<file path="src/rtl/mfu_pkg.sv">
// Shared constants and types for the fusion-unit accumulator readout path:
// precision modes, per-mode lane geometry and the drain FSM state encoding.
package mfu_pkg;

  localparam int SUM_W      = 128;
  localparam int LANE_IDX_W = 4;

  localparam logic [1:0] MODE_2B  = 2'b00;
  localparam logic [1:0] MODE_4B  = 2'b01;
  localparam logic [1:0] MODE_8B  = 2'b10;
  localparam logic [1:0] MODE_INV = 2'b11;

  localparam int LANE_W_2B = 8;
  localparam int LANE_W_4B = 12;
  localparam int LANE_W_8B = 20;

  localparam int LANES_2B = 16;
  localparam int LANES_4B = 4;
  localparam int LANES_8B = 1;

  typedef enum logic {
    ST_IDLE  = 1'b0,
    ST_DRAIN = 1'b1
  } state_e;

  // Index of the final lane for a given precision mode.
  function automatic logic [LANE_IDX_W-1:0] last_lane(input logic [1:0] mode);
    logic [LANE_IDX_W-1:0] idx;
    idx = '0;
    case (mode)
      MODE_2B: idx = LANE_IDX_W'(LANES_2B - 1);
      MODE_4B: idx = LANE_IDX_W'(LANES_4B - 1);
      default: idx = LANE_IDX_W'(LANES_8B - 1);
    endcase
    return idx;
  endfunction

endpackage

</file>
<file path="src/rtl/mfu_drain_if.sv">
// Capture and output-stream signals of the accumulator drain stage.
// cap_relu exists only when MFU_DRAIN_RELU_EN is defined.
interface mfu_drain_if
  import mfu_pkg::*;
#(
  parameter int OUT_W = 32
);

  logic                  cap_valid;
  logic                  cap_ready;
  logic [SUM_W-1:0]      cap_sum;
  logic [1:0]            cap_mode;
  logic                  cap_signed;
`ifdef MFU_DRAIN_RELU_EN
  logic                  cap_relu;
`endif
  logic                  out_valid;
  logic                  out_ready;
  logic [OUT_W-1:0]      out_data;
  logic [LANE_IDX_W-1:0] out_lane;
  logic                  out_last;
  logic                  err_mode;

  // Drain stage view: accepts captures, produces the lane stream.
  modport master (
    input  cap_valid,
    input  cap_sum,
    input  cap_mode,
    input  cap_signed,
`ifdef MFU_DRAIN_RELU_EN
    input  cap_relu,
`endif
    input  out_ready,
    output cap_ready,
    output out_valid,
    output out_data,
    output out_lane,
    output out_last,
    output err_mode
  );

  // Environment view: issues captures, consumes the lane stream.
  modport slave (
    output cap_valid,
    output cap_sum,
    output cap_mode,
    output cap_signed,
`ifdef MFU_DRAIN_RELU_EN
    output cap_relu,
`endif
    output out_ready,
    input  cap_ready,
    input  out_valid,
    input  out_data,
    input  out_lane,
    input  out_last,
    input  err_mode
  );

endinterface

</file>
<file path="src/rtl/mfu_lane_extract.sv">
// Combinational lane selector: picks one lane of the packed accumulator
// according to the precision mode and sign- or zero-extends it to OUT_W.
module mfu_lane_extract
  import mfu_pkg::*;
#(
  parameter int OUT_W = 32
) (
  input  logic [SUM_W-1:0]      sum,
  input  logic [1:0]            mode,
  input  logic [LANE_IDX_W-1:0] lane,
  input  logic                  sgn,
  output logic [OUT_W-1:0]      word
);

  logic [6:0]           idx8;
  logic [6:0]           idx12;
  logic [LANE_W_2B-1:0] lane8;
  logic [LANE_W_4B-1:0] lane12;
  logic [LANE_W_8B-1:0] lane20;
  logic                 ext8;
  logic                 ext12;
  logic                 ext20;

  always_comb begin
    idx8   = {lane, 3'b000};
    idx12  = 7'(lane[1:0]) * 7'd12;
    lane8  = sum[idx8 +: LANE_W_2B];
    lane12 = sum[idx12 +: LANE_W_4B];
    lane20 = sum[LANE_W_8B-1:0];
    // Fill bit is the lane MSB for signed lanes, zero otherwise.
    ext8   = sgn & lane8[LANE_W_2B-1];
    ext12  = sgn & lane12[LANE_W_4B-1];
    ext20  = sgn & lane20[LANE_W_8B-1];
    word   = '0;
    case (mode)
      MODE_2B: word = {{(OUT_W - LANE_W_2B){ext8}},  lane8};
      MODE_4B: word = {{(OUT_W - LANE_W_4B){ext12}}, lane12};
      MODE_8B: word = {{(OUT_W - LANE_W_8B){ext20}}, lane20};
      default: word = '0;
    endcase
  end

endmodule

</file>
<file path="src/rtl/mfu_drain.sv">
// Accumulator readout: snapshots the packed sum and streams extended lanes
// one per handshake. Optional ReLU clamp is built when MFU_DRAIN_RELU_EN is defined.
module mfu_drain
  import mfu_pkg::*;
#(
  parameter int OUT_W = 32
) (
  input  logic       clk,
  input  logic       rst,
  mfu_drain_if.master bus
);

  state_e                state;

  // Capture snapshot (data only, never reset)
  logic [SUM_W-1:0]      sum_p0;
  logic [1:0]            mode_p0;
  logic                  sgn_p0;
`ifdef MFU_DRAIN_RELU_EN
  logic                  relu_p0;
  logic                  ext_relu;
`endif

  // Registered output stage
  logic                  out_valid_p1;
  logic [OUT_W-1:0]      out_data_p1;
  logic [LANE_IDX_W-1:0] out_lane_p1;
  logic                  out_last_p1;
  logic                  err_mode_p1;

  logic                  cap_fire;
  logic                  out_fire;
  logic [SUM_W-1:0]      ext_sum;
  logic [1:0]            ext_mode;
  logic [LANE_IDX_W-1:0] ext_lane;
  logic                  ext_sgn;
  logic [OUT_W-1:0]      ext_word;
  logic [OUT_W-1:0]      next_word;

`ifdef MFU_DRAIN_RELU_EN
  // A signed lane is already sign-extended, so its MSB sits in the top bit.
  function automatic logic [OUT_W-1:0] relu_clamp(input logic [OUT_W-1:0] w,
                                                  input logic             sgn,
                                                  input logic             relu);
    if (relu && sgn && w[OUT_W-1]) return '0;
    return w;
  endfunction
`endif

  assign bus.cap_ready = (state == ST_IDLE);
  assign bus.out_valid = out_valid_p1;
  assign bus.out_data  = out_data_p1;
  assign bus.out_lane  = out_lane_p1;
  assign bus.out_last  = out_last_p1;
  assign bus.err_mode  = err_mode_p1;

  always_comb begin
    cap_fire = bus.cap_valid && (state == ST_IDLE);
    out_fire = out_valid_p1 && bus.out_ready;
  end

  // The next word is computed ahead of time so every output stays registered:
  // lane 0 straight from the live capture bus, later lanes from the snapshot.
  always_comb begin
    ext_sum  = sum_p0;
    ext_mode = mode_p0;
    ext_sgn  = sgn_p0;
    ext_lane = out_lane_p1 + LANE_IDX_W'(1);
`ifdef MFU_DRAIN_RELU_EN
    ext_relu = relu_p0;
`endif
    if (state == ST_IDLE) begin
      ext_sum  = bus.cap_sum;
      ext_mode = bus.cap_mode;
      ext_sgn  = bus.cap_signed;
      ext_lane = '0;
`ifdef MFU_DRAIN_RELU_EN
      ext_relu = bus.cap_relu;
`endif
    end
  end

  mfu_lane_extract #(
    .OUT_W (OUT_W)
  ) u_extract (
    .sum  (ext_sum),
    .mode (ext_mode),
    .lane (ext_lane),
    .sgn  (ext_sgn),
    .word (ext_word)
  );

`ifdef MFU_DRAIN_RELU_EN
  assign next_word = relu_clamp(ext_word, ext_sgn, ext_relu);
`else
  assign next_word = ext_word;
`endif

  // Stage p0: snapshot capture
  always_ff @(posedge clk) begin
    if (cap_fire && (bus.cap_mode != MODE_INV)) begin
      sum_p0  <= bus.cap_sum;
      mode_p0 <= bus.cap_mode;
      sgn_p0  <= bus.cap_signed;
`ifdef MFU_DRAIN_RELU_EN
      relu_p0 <= bus.cap_relu;
`endif
    end
  end

  // Stage p1: FSM, lane counter and registered outputs
  always_ff @(posedge clk) begin
    if (rst) begin
      state        <= ST_IDLE;
      out_valid_p1 <= 1'b0;
      out_data_p1  <= '0;
      out_lane_p1  <= '0;
      out_last_p1  <= 1'b0;
      err_mode_p1  <= 1'b0;
    end else begin
      err_mode_p1 <= 1'b0;
      case (state)
        ST_IDLE: begin
          if (cap_fire) begin
            if (bus.cap_mode == MODE_INV) begin
              err_mode_p1 <= 1'b1;
            end else begin
              state        <= ST_DRAIN;
              out_valid_p1 <= 1'b1;
              out_data_p1  <= next_word;
              out_lane_p1  <= '0;
              out_last_p1  <= (last_lane(bus.cap_mode) == '0);
            end
          end
        end
        ST_DRAIN: begin
          if (out_fire) begin
            if (out_last_p1) begin
              state        <= ST_IDLE;
              out_valid_p1 <= 1'b0;
              out_last_p1  <= 1'b0;
            end else begin
              out_data_p1 <= next_word;
              out_lane_p1 <= ext_lane;
              out_last_p1 <= (ext_lane == last_lane(mode_p0));
            end
          end
        end
        default: state <= ST_IDLE;
      endcase
    end
  end

endmodule

</file>
<file path="src/flat_wrapper.sv">
// flat-port wrapper written by rule: the top's interface ports become plain ports
module mfu_drain_flat import mfu_pkg::*;
#(
  parameter int OUT_W = 32
)
  (clk, rst, bus_cap_valid, bus_cap_sum, bus_cap_mode, bus_cap_signed, bus_out_ready, bus_cap_ready, bus_out_valid, bus_out_data, bus_out_lane, bus_out_last, bus_err_mode);
  mfu_drain_if #(.OUT_W(OUT_W)) bus_i ();
  input  logic clk;
  input  logic rst;
  input wire logic [$bits(bus_i.cap_valid)-1:0] bus_cap_valid;
  input wire logic [$bits(bus_i.cap_sum)-1:0] bus_cap_sum;
  input wire logic [$bits(bus_i.cap_mode)-1:0] bus_cap_mode;
  input wire logic [$bits(bus_i.cap_signed)-1:0] bus_cap_signed;
  input wire logic [$bits(bus_i.out_ready)-1:0] bus_out_ready;
  output wire logic [$bits(bus_i.cap_ready)-1:0] bus_cap_ready;
  output wire logic [$bits(bus_i.out_valid)-1:0] bus_out_valid;
  output wire logic [$bits(bus_i.out_data)-1:0] bus_out_data;
  output wire logic [$bits(bus_i.out_lane)-1:0] bus_out_lane;
  output wire logic [$bits(bus_i.out_last)-1:0] bus_out_last;
  output wire logic [$bits(bus_i.err_mode)-1:0] bus_err_mode;
  assign bus_i.cap_valid = bus_cap_valid;
  assign bus_i.cap_sum = bus_cap_sum;
  assign bus_i.cap_mode = bus_cap_mode;
  assign bus_i.cap_signed = bus_cap_signed;
  assign bus_i.out_ready = bus_out_ready;
  assign bus_cap_ready = bus_i.cap_ready;
  assign bus_out_valid = bus_i.out_valid;
  assign bus_out_data = bus_i.out_data;
  assign bus_out_lane = bus_i.out_lane;
  assign bus_out_last = bus_i.out_last;
  assign bus_err_mode = bus_i.err_mode;
  mfu_drain #(.OUT_W(OUT_W)) u_core (.clk(clk), .rst(rst), .bus(bus_i));
endmodule
</file>
<file path="config.mk">
export PLATFORM = sky130hd
export DESIGN_NAME = mfu_drain_flat
export DESIGN_NICKNAME = d
export VERILOG_FILES = /design/src/rtl/mfu_pkg.sv /design/src/rtl/mfu_drain_if.sv /design/src/rtl/mfu_lane_extract.sv /design/src/rtl/mfu_drain.sv /design/src/flat_wrapper.sv
export SDC_FILE = /design/constraint.sdc
export NUM_CORES = 1
export LEC_CHECK = 0
export BUFFER_PORTS_ARGS = -buffer_cell sky130_fd_sc_hd__buf_2
export CAP_MARGIN = 25
export CORE_ASPECT_RATIO = 0.5
export CORE_MARGIN = 1.5
export CORE_UTILIZATION = 45
export CTS_CLUSTER_DIAMETER = 100
export DETAILED_ROUTE_END_ITERATION = 8
export GPL_TIMING_DRIVEN = 0
export HOLD_SLACK_MARGIN = 0.1
export PLACE_DENSITY_LB_ADDON = 0.12
export SLEW_MARGIN = 0
export SYNTH_ARGS = -nofsm -noshare
export SYNTH_HDL_FRONTEND = slang
export SYNTH_HIERARCHICAL = 1
export SYNTH_SLANG_ARGS = --single-unit
</file>
<file path="constraint.sdc">
create_clock -name clk -period 4.53 [get_ports clk]
set_input_delay 0.906 -clock clk [delete_from_list [all_inputs] [get_ports clk]]
set_output_delay 0.906 -clock clk [all_outputs]
set_load 0.005 [all_outputs]
</file>
==> results.ini, run 1 <==
[timing]
setup_tns_ns=0
slew_headroom_pct=28.31
finalHoldWorstSlack_ns=0.4491
worst_slack_ns=1.052
period_share_pct=76.78
hold_viol=0
period_needed_ns=3.478
fin_skew_ns=0.005028
setup_viol=0
rsz0062_at_grt=no
tightest_slew_ns=1.045
slew_violations=0
max_freq_mhz=287.5

[clocking]
clk_pin_slew_ns=0.07
cts_resized=0
cts-root-buf=clkbuf_16
cts_tree=yes
cts_max_path_buffers=2
cts_buffers=17
cts_hold_buf=0
clock_latency_ns=0.43
cts_sinks=171
cts-htree-levels=4
post_cts.repair.setup_buffers=0

[floorplan]
core_sq_mm=0.01950
pin_count=175
fp-row-count=36
dieArea_sq_mm=0.02083
die_h_um=102.8
die_x_um=202.6
initial_utilization_pct=45.96

[setup_path]
worstSetupPathType=flop to flop
start_kind=flop
cp_slowest_cell=mux2_2
path_max_fanout=10
critPathMaxStageDelay_ns=0.45
required_ns=4.89
path_cells=buf_4 > buf_2 > buf_2 > mux2_2 > nor2_1 > and2_1 > clkbuf_1 > nand4_1 > a31oi_1 > buf_4 > buf_4 > nand2_1 > a21oi_1
cp_top_family=buffers and inverters
end_kind=flop
crit_top_cell=buf_4
cp.arrival_ns=3.84
cp.buffers_inverters=6

[global_route]
grt_max_degree=81
grt_overflow_total=0
grt_pass1_vias=6362
grt_antenna_before_repair=1
gr-usage-all-layers_pct=24.31
grt_pass1_wl_um=36850

[synth]
synth_cell_types=53
synth.net_count=814
postSynthCellCount=678
synth_edf_count=131
avgSynthCellArea_sq_um=13.22
ys_seq_elements=171
synth-seq-area-share_pct=52.82
ys_warn_count=6
ys_async_sr_fraction_pct=0
syn-cell-area_sq_mm=0.008964
ys.flop_type=edfxtp_1

[placement]
gp_congestion=0.9165
dp_slack_ns=1.159
portBuffers=173
post-dp-hpwl_um=18420

[route]
routed_via_density=5.569
drt-initial-drc-count=457
drc=0
vias=6416
ant_nets=0
drtPass1Iterations=5
routed_wl_um=24380
wl_per_cell_um=21.16

[cells_and_area]
nets=1008
syn2layout_area_growth_pct=20.99
layout_common_cells=buf_2 (192), mux2_2 (143), edfxtp_1 (131), nand2_1 (92), a21oi_1 (53)
final_common_cell=buf_2
layout-drive-gt1-share_pct=48.93

[run]
max_cap_viol_count=0

[power_and_ir_drop]
ir_worst_vdd_v=0.0002543
p_leak_nw=4.123
total_power_mw=4.068
powerDensity_mw_per_mm2=375.1

[min_path]
min_path_type=flop to flop

[outcome]
status=completed

## sequential cells by signal, indices dropped and copies added, names as in the netlist
signal                flops
u_core/mode_p0            2
u_core/bus.out_last       1
u_core/sgn_p0             1
u_core/sum_p0           128
u_core/bus.out_lane       4
u_core/bus.out_valid      1
u_core/bus.out_data      32
u_core/bus.err_mode       1
u_core/state              1
## through the flow
step	instances	instance area, sq um	utilization, %
after detailed placement	1119	10200	52.31
after global placement	1117	10160	52.10
after floorplan	678	8964	-
final	1152	10850	55.61
after CTS	1151	10840	55.59
after global routing	1151	10840	55.59
## final cells by class
type / count / area [sq um]
Fill cell: 1698 / 8658
Sequential cell: 171 / 4735
Multi-Input combinational cell: 443 / 3791
Timing Repair Buffer: 175 / 900.9
Clock buffer: 26 / 606.8
Buffer: 59 / 419.2
Tap cell: 266 / 332.8
Clock inverter: 6 / 33.78
Inverter: 5 / 23.77
Antenna cell: 1 / 2.502
## metal layers
metal	up-vias	global-route usage [%]	part of all wire [%]
met5	-	0	0
met1	3209	34.31	47
met2	214	36.33	44
met4	0	6.610	1.2
met3	24	7.680	8.2
li1	2969	-	-
## synth_stat cells (2+ instances only)
library cell / instances / area share, %
edfxtp_1: 131 / 44
and2_1: 5 / 0.35
a21oi_1: 53 / 3.0
buf_4: 14 / 1.2
a21o_1: 2 / 0.17
or3_1: 2 / 0.14
mux2i_1: 27 / 3.0
buf_6: 14 / 1.8
a211o_1: 2 / 0.20
a2111oi_0: 2 / 0.20
nor3_1: 2 / 0.11
a22oi_1: 11 / 0.92
mux2_2: 143 / 18
nand4_1: 3 / 0.21
mux4_2: 26 / 6.5
nor2_1: 10 / 0.42
buf_2: 19 / 1.1
nor2b_1: 3 / 0.21
o211ai_1: 5 / 0.42
nand2b_1: 4 / 0.28
o21ai_0: 6 / 0.34
dfxtp_1: 40 / 8.9
nand3_1: 19 / 1.1
nand2_1: 92 / 3.9
a31oi_1: 2 / 0.14
inv_1: 5 / 0.21
clkbuf_1: 10 / 0.42
## where the power goes
part / switching, mW / internal [mW]
Clock: 0.618 / 0.928
Sequential: 0.0275 / 1.80
Combinational: 0.362 / 0.337
Total: 1.01 / 3.06
## kinds of logic (layout without fill, tap and decap cells)
kind of cell    Yosys count  count (layout)  synth area share (%)
buf+inv                  64             271                 4.886
other cells               0               1                     0
compound gates           97              97                 6.979
flops                   171             171                 52.82
fa+ha+maj                 1               1                0.1396
xor+xnor                  1               1               0.09773
simple gates            147             147                 7.273
mux                     197             197                 27.81
## worst min-delay path, delay by kind of cell, from the launching register on
| kind | cells | cell delay [ns] |
|---|---|---|
| and+or+nand+nor | 1 | 0.05 |
| DFF | 1 | 0.31 |
| AOI/OAI and AO/OA | 1 | 0.05 |
## final timing paths
check                          startpoint                       to  slack, ns  cells after the start
hold reg to reg   u_core/bus.out_data[19]  u_core/bus.out_data[19]       0.45                      2
setup / recovery             u_core/state  u_core/bus.out_data[28]       1.05                     13
setup reg to reg             u_core/state  u_core/bus.out_data[28]       1.05                     13
hold / removal    u_core/bus.out_data[19]  u_core/bus.out_data[19]       0.45                      2
Note: power is estimated with default switching activity, not from simulation.
==> inputs of run 2 (changes only) <==
- clock period: 4.53 -> 3.5 ns (I/O delays scaled with it)
==> results.ini, run 2 (synthesis results as in run 1) <==
[placement]
place_inst=1121  ; +0.18%
portBuffers=173  ; unchanged
dp_slack_ns=0.1546  ; -1.004 ns
gp_congestion=0.9129  ; -0.39%
post-dp-hpwl_um=19020  ; +3.3%
place_area_sq_mm=0.01023  ; +0.31%

[clocking]
cts_buffers=17  ; unchanged
cts-htree-levels=4  ; unchanged
clk_pin_slew_ns=0.06  ; about the same
cts_hold_buf=0  ; unchanged
clock_latency_ns=0.43  ; about the same
cts_sinks=171  ; unchanged
cts_tree=yes
cts-root-buf=clkbuf_16
cts_max_path_buffers=2  ; unchanged

[timing]
rsz0062_at_grt=no
max_freq_mhz=304.9  ; +6.1%
period_share_pct=93.70  ; +17 points
fin_skew_ns=0.01057  ; +0.005540 ns
setup_viol=0  ; unchanged
period_needed_ns=3.280  ; -0.1987 ns
finalHoldWorstSlack_ns=0.4474  ; -0.001732 ns
tightest_slew_ns=0.8253  ; -0.2202 ns
slew_violations=0  ; unchanged
slew_headroom_pct=44.98  ; +17 points
hold_viol=0  ; unchanged
worst_slack_ns=0.2205  ; -0.8313 ns

[cells_and_area]
layout-drive-gt1-share_pct=49.21  ; +0.29 points
nets=1011  ; +0.30%
fin_area_sq_mm=0.01079  ; -0.50%
fill_cells=1720  ; +1.3%
largest_reg_flops=128  ; unchanged
syn2layout_area_growth_pct=20.39
layout_common_cells=buf_2 (189), mux2_2 (143), edfxtp_1 (131), nand2_1 (92), a21oi_1 (53)
regMostFlops=u_core/sum_p0
final_common_cell=buf_2
final_cells=1156  ; +0.35%

[setup_path]
r2r_slack_ns=0.22  ; -0.83 ns
cp.arrival_ns=3.63  ; -0.21 ns
rr_startpoint=u_core/bus.out_lane[0]
path_max_fanout=10  ; unchanged
start_kind=flop
end_kind=flop
required_ns=3.86  ; -1.03 ns
reg2reg_depth=13  ; unchanged
reg2reg_to=u_core/bus.out_data[4]
startpoint=u_core/bus.out_lane[0]
worstSetupPathType=flop to flop

[floorplan]
die_x_um=202.6  ; unchanged
pin_count=175  ; unchanged
die_h_um=102.8  ; unchanged
core_sq_mm=0.01950  ; unchanged
dieArea_sq_mm=0.02083  ; unchanged
fp-row-count=36  ; unchanged
initial_utilization_pct=45.96  ; unchanged

[run]
max_cap_viol_count=0  ; unchanged

[route]
drtPass1Iterations=5  ; unchanged
routed_via_density=5.535  ; -0.63%
drt-initial-drc-count=415  ; -9.2%
wl_per_cell_um=21.64  ; +2.2%
ant_nets=0  ; unchanged
drc=0  ; unchanged
vias=6398  ; -0.28%
routed_wl_um=25010  ; +2.6%

[min_path]
hold_end=u_core/bus.out_data[30]
hold_path_depth=2  ; unchanged
min_from=u_core/bus.out_data[30]
min_path_type=flop to flop

[global_route]
grt_pass1_vias=6347  ; -0.24%
grt_pass1_wl_um=37030  ; +0.50%
grt_max_degree=37  ; -54%
grt_overflow_total=0  ; unchanged
gr-usage-all-layers_pct=24.59  ; +0.28 points
grt_antenna_before_repair=2  ; +1

[power_and_ir_drop]
powerDensity_mw_per_mm2=466.8  ; +24%
ir_worst_vdd_v=0.0003343  ; +31%
p_leak_nw=4.088  ; -0.85%

[outcome]
status=completed

==> run 2: what timing repair did <==
item                       4_1_cts  5_1_grt
setup endpoints to repair        0       13
resized for setup                0        4
setup buffers                    0        1
==> run 2: critical path, stage by stage, from the launching register on <==
cell      delay (ns)
dfxtp_1         0.47
ha_1            0.21
xor2_1          0.22
and2_1          0.20
buf_6           0.16
buf_12          0.15
buf_6           0.18
clkbuf_1        0.49
a21oi_1         0.17
a22oi_1         0.23
nand3_1         0.28
o211ai_1        0.22
nand2_1         0.07
a21oi_1         0.13
==> run 2: per-layer routing <==
metal,up-vias,routed length [um],GRT usage [%]
li1,2970,-,-
met1,3170,11530,34.67
met2,232,11000,36.28
met3,26,2165,7.996
met4,0,319,7.350
met5,-,0,0
==> run 2: per-stage QoR <==
stage               utilization, %  TNS (ns)  power [mW]
detailed placement           52.47         0       3.317
CTS                          55.18         0       5.069
finish                       55.33         0       5.038
global placement             52.12   -145.21       3.298
global route                 55.32         0       5.232
floorplan                        -         0       2.988
==> run 2: power by group <==
group,internal (mW),switching [mW]
clock network,0.971,0.784
registers,2.32,0.0380
logic,0.443,0.479
==> run 2: how the worst max path moves through the flow <==
stage / end / cells past startpoint
after floorplan: u_core/mode_p0[0] / 3
after CTS: u_core/bus.out_data[23] / 13
after global placement: u_core/sum_p0[99] / 4
after detailed placement: u_core/bus.out_data[23] / 13
after global routing: u_core/bus.out_data[4] / 13
final: u_core/bus.out_data[4] / 13
==> run 2: layout make-up <==
cell class	count	area, sq um	share of cell area, %
Multi-Input combinational cell	443	3800	35.21
Timing Repair Buffer	179	948.4	8.788
Tap cell	266	332.8	3.084
Clock inverter	8	42.54	0.3942
Clock buffer	24	486.7	4.510
Buffer	58	419.2	3.884
Inverter	5	22.52	0.2087
Sequential cell	171	4735	43.87
Antenna cell	2	5.005	0.04638
==> inputs of run 3 (changes only) <==
- ABC_AREA: default -> 1
==> results.ini, run 3 <==
[clocking]
cts_sinks=171  ; unchanged
cts_buffers=17  ; unchanged
clock_latency_ns=0.45  ; +0.02 ns
cts_resized=0  ; unchanged
cts-root-buf=clkbuf_16
post_cts.repair.setup_buffers=0  ; unchanged
clk_pin_slew_ns=0.07  ; about the same
cts_hold_buf=0  ; unchanged
cts-htree-levels=4  ; unchanged
cts_tree=yes
cts_max_path_buffers=2  ; unchanged

[cells_and_area]
final_common_cell=nand2_1
multi_input_area_sq_mm=0.003775  ; -0.66%
layout-drive-gt1-share_pct=20.31  ; -29 points
regMostFlops=u_core/sum_p0
fin_area_sq_mm=0.01115  ; +3.3%
layout_common_cells=nand2_1 (569), buf_2 (200), edfxtp_1 (131), nor2_1 (110), nand3_1 (77)
fill_cells=1896  ; +10%
nets=1556  ; +54%
final_cells=1700  ; +47%
seq_area_sq_mm=0.004735  ; unchanged
syn2layout_area_growth_pct=20.00
largest_reg_flops=128  ; unchanged

[setup_path]
cp.buffers_inverters=5  ; +1
rr_startpoint=u_core/state
worstSetupPathType=flop to flop
reg2reg_to=u_core/bus.out_data[29]
required_ns=3.88  ; +0.02 ns
cp.arrival_ns=3.22  ; -0.41 ns
reg2reg_depth=17  ; +4
path_depth=17  ; +4
end_kind=flop
start_kind=flop
r2r_slack_ns=0.66  ; +0.44 ns
crit_end=u_core/bus.out_data[29]
startpoint=u_core/state
crit_top_cell=nand2_1
cp_top_family=buffers and inverters
cp_slowest_cell=buf_2
path_max_fanout=12  ; +2
path_cells=buf_2 > buf_2 > buf_4 > nand2_1 > nand2_1 > nand2_1 > nand3_1 > nand2_1 > nand2_1 > nand3_1 > nand2_2 > nand3_4 > buf_12 > nand2_2 > buf_4 > nor2_1 > nor2_1
critPathMaxStageDelay_ns=0.38  ; -0.11 ns

[placement]
portBuffers=174  ; +0.58%
place_inst=1667  ; +49%
place_area_sq_mm=0.01056  ; +3.2%
gp_congestion=0.9224  ; +1.0%
post-dp-hpwl_um=22910  ; +20%

[floorplan]
pin_count=175  ; unchanged
initial_utilization_pct=46.77  ; +0.81 points
die_h_um=104.6  ; +1.8%
core_sq_mm=0.01986  ; +1.8%
dieArea_sq_mm=0.02157  ; +3.6%
fp-row-count=36  ; unchanged
die_x_um=206.2  ; +1.8%

[timing]
slew_headroom_pct=51.38  ; +6.4 points
period_needed_ns=2.842  ; -0.4375 ns
slew_violations=0  ; unchanged
setup_viol=0  ; unchanged
hold_viol=0  ; unchanged
period_share_pct=81.20  ; -12 points
fin_skew_ns=0.009179  ; -0.001389 ns
finalHoldWorstSlack_ns=0.4390  ; -0.008363 ns
rsz0062_at_grt=no
max_freq_mhz=351.9  ; +15%
setup_tns_ns=0  ; unchanged
tightest_slew_ns=0.7293  ; -0.09599 ns

[synth]
ys_seq_elements=171  ; unchanged
synth_fa_ha_area_share_pct=0.1347  ; -0.0049 points
avgSynthCellArea_sq_um=7.590  ; -43%
synth_xor_area_share_pct=0  ; -0.098 points
synth_compound_area_share_pct=7.340  ; +0.36 points
synth-seq-area-share_pct=50.96  ; -1.9 points
synth_edf_count=131  ; unchanged
muxShareOfSynthArea_pct=0  ; -28 points
yosysMostFrequentCell=nand2_1
synth.net_count=1360  ; +67%
synthTopCellsByCount=nand2_1 (569), edfxtp_1 (131), nor2_1 (110)
syn-cell-area_sq_mm=0.009290  ; +3.6%
ys_warn_count=6  ; unchanged
yosysTopAreaCell=edfxtp_1
synth_top_area_share_pct=42.34  ; -1.5 points
synthSimpleGateAreaFrac_pct=33.16  ; +26 points
synth_cell_types=32  ; -40%
postSynthCellCount=1224  ; +81%
ys.flop_type=edfxtp_1
synthTopCellsByArea=edfxtp_1 (42%), nand2_1 (23%), dfxtp_1 (8.6%), nor2_1 (4.4%), nand3_1 (4.1%)
ys_async_sr_fraction_pct=0  ; unchanged
synth_top_family_by_area=simple AND/OR/NAND/NOR gates

[route]
routed_via_density=5.200  ; -6.0%
vias=8840  ; +38%
wl_per_cell_um=17.69  ; -18%
ant_nets=0  ; unchanged
drt-initial-drc-count=802  ; +93%
drc=0  ; unchanged
drtPass1Iterations=7  ; +2
routed_wl_um=30070  ; +20%

[power_and_ir_drop]
ir_worst_vdd_v=0.0003215  ; -3.8%
p_leak_nw=5.435  ; +33%
powerDensity_mw_per_mm2=487.3  ; +4.4%

[global_route]
grt_overflow_total=0  ; unchanged
grt_pass1_wl_um=46560  ; +26%
grt_max_degree=45  ; +22%
grt_antenna_before_repair=0  ; -2
gr-usage-all-layers_pct=28.82  ; +4.2 points
grt_pass1_vias=8245  ; +30%

[min_path]
min_path_type=primary input to flop

[outcome]
status=completed

[run]
max_cap_viol_count=0  ; unchanged

==> run 3: metrics by stage <==
step           setup WS [ns]  utilization [%]  power, mW
2_1_floorplan         0.2955                -      3.133
3_3_place_gp         -0.8082            52.85      3.535
3_5_place_dp          0.7083            53.15      3.551
4_1_cts               0.6797            56.11      5.453
5_1_grt               0.3790            56.11      5.693
6_report              0.6579            56.12      5.432
==> run 3: kinds of logic after synthesis <==
group                    Yosys count
AO/OA/AOI/OAI                    125
buffers and inverters            151
adder cells (fa/ha/maj)            1
AND/OR/NAND/NOR                  776
flip-flops                       171
==> run 3: report_power, final <==
group	internal [mW]	leakage (nW)	switching [mW]	total [mW]
Clock	1.08	0.287	0.829	1.91
Sequential	2.34	1.57	0.0494	2.39
Combinational	0.396	3.58	0.739	1.14
Total	3.82	5.43	1.62	5.43
==> run 3: worst min path at each step <==
stage / from / endpoint / cells past startpoint
floorplan: u_core/bus.out_valid / u_core/bus.out_valid / 2
global placement: u_core/bus.out_data[20] / u_core/bus.out_data[20] / 2
detailed placement: u_core/bus.out_data[16] / u_core/bus.out_data[16] / 2
CTS: bus_cap_sum[76] / u_core/sum_p0[76] / 1
global route: bus_cap_sum[67] / u_core/sum_p0[67] / 1
finish: bus_cap_sum[63] / u_core/sum_p0[63] / 1
==> run 3: worst register-to-register path, delay by kind of cell, from the launching register on <==
family	cells	cell delay, ns
buffers and inverters	5	1.24
flip-flops	1	0.36
AND/OR/NAND/NOR	12	1.19
==> run 3: layer usage <==
layer,track usage [%],wire length (um)
met5,0,0
met2,40.82,12540
met1,44.49,14420
met3,6.020,2774
met4,6.625,328
==> run 3: layout make-up <==
cell class | count | share of cell area, %
diodes | 1 | 0.02245
plain buffers | 84 | 4.725
clock buffers | 25 | 4.837
clock inverters | 7 | 0.4377
inverters | 67 | 2.312
multi-input cells | 902 | 33.86
flip-flops and latches | 171 | 42.47
well taps | 266 | 2.985
repair buffers | 177 | 8.350
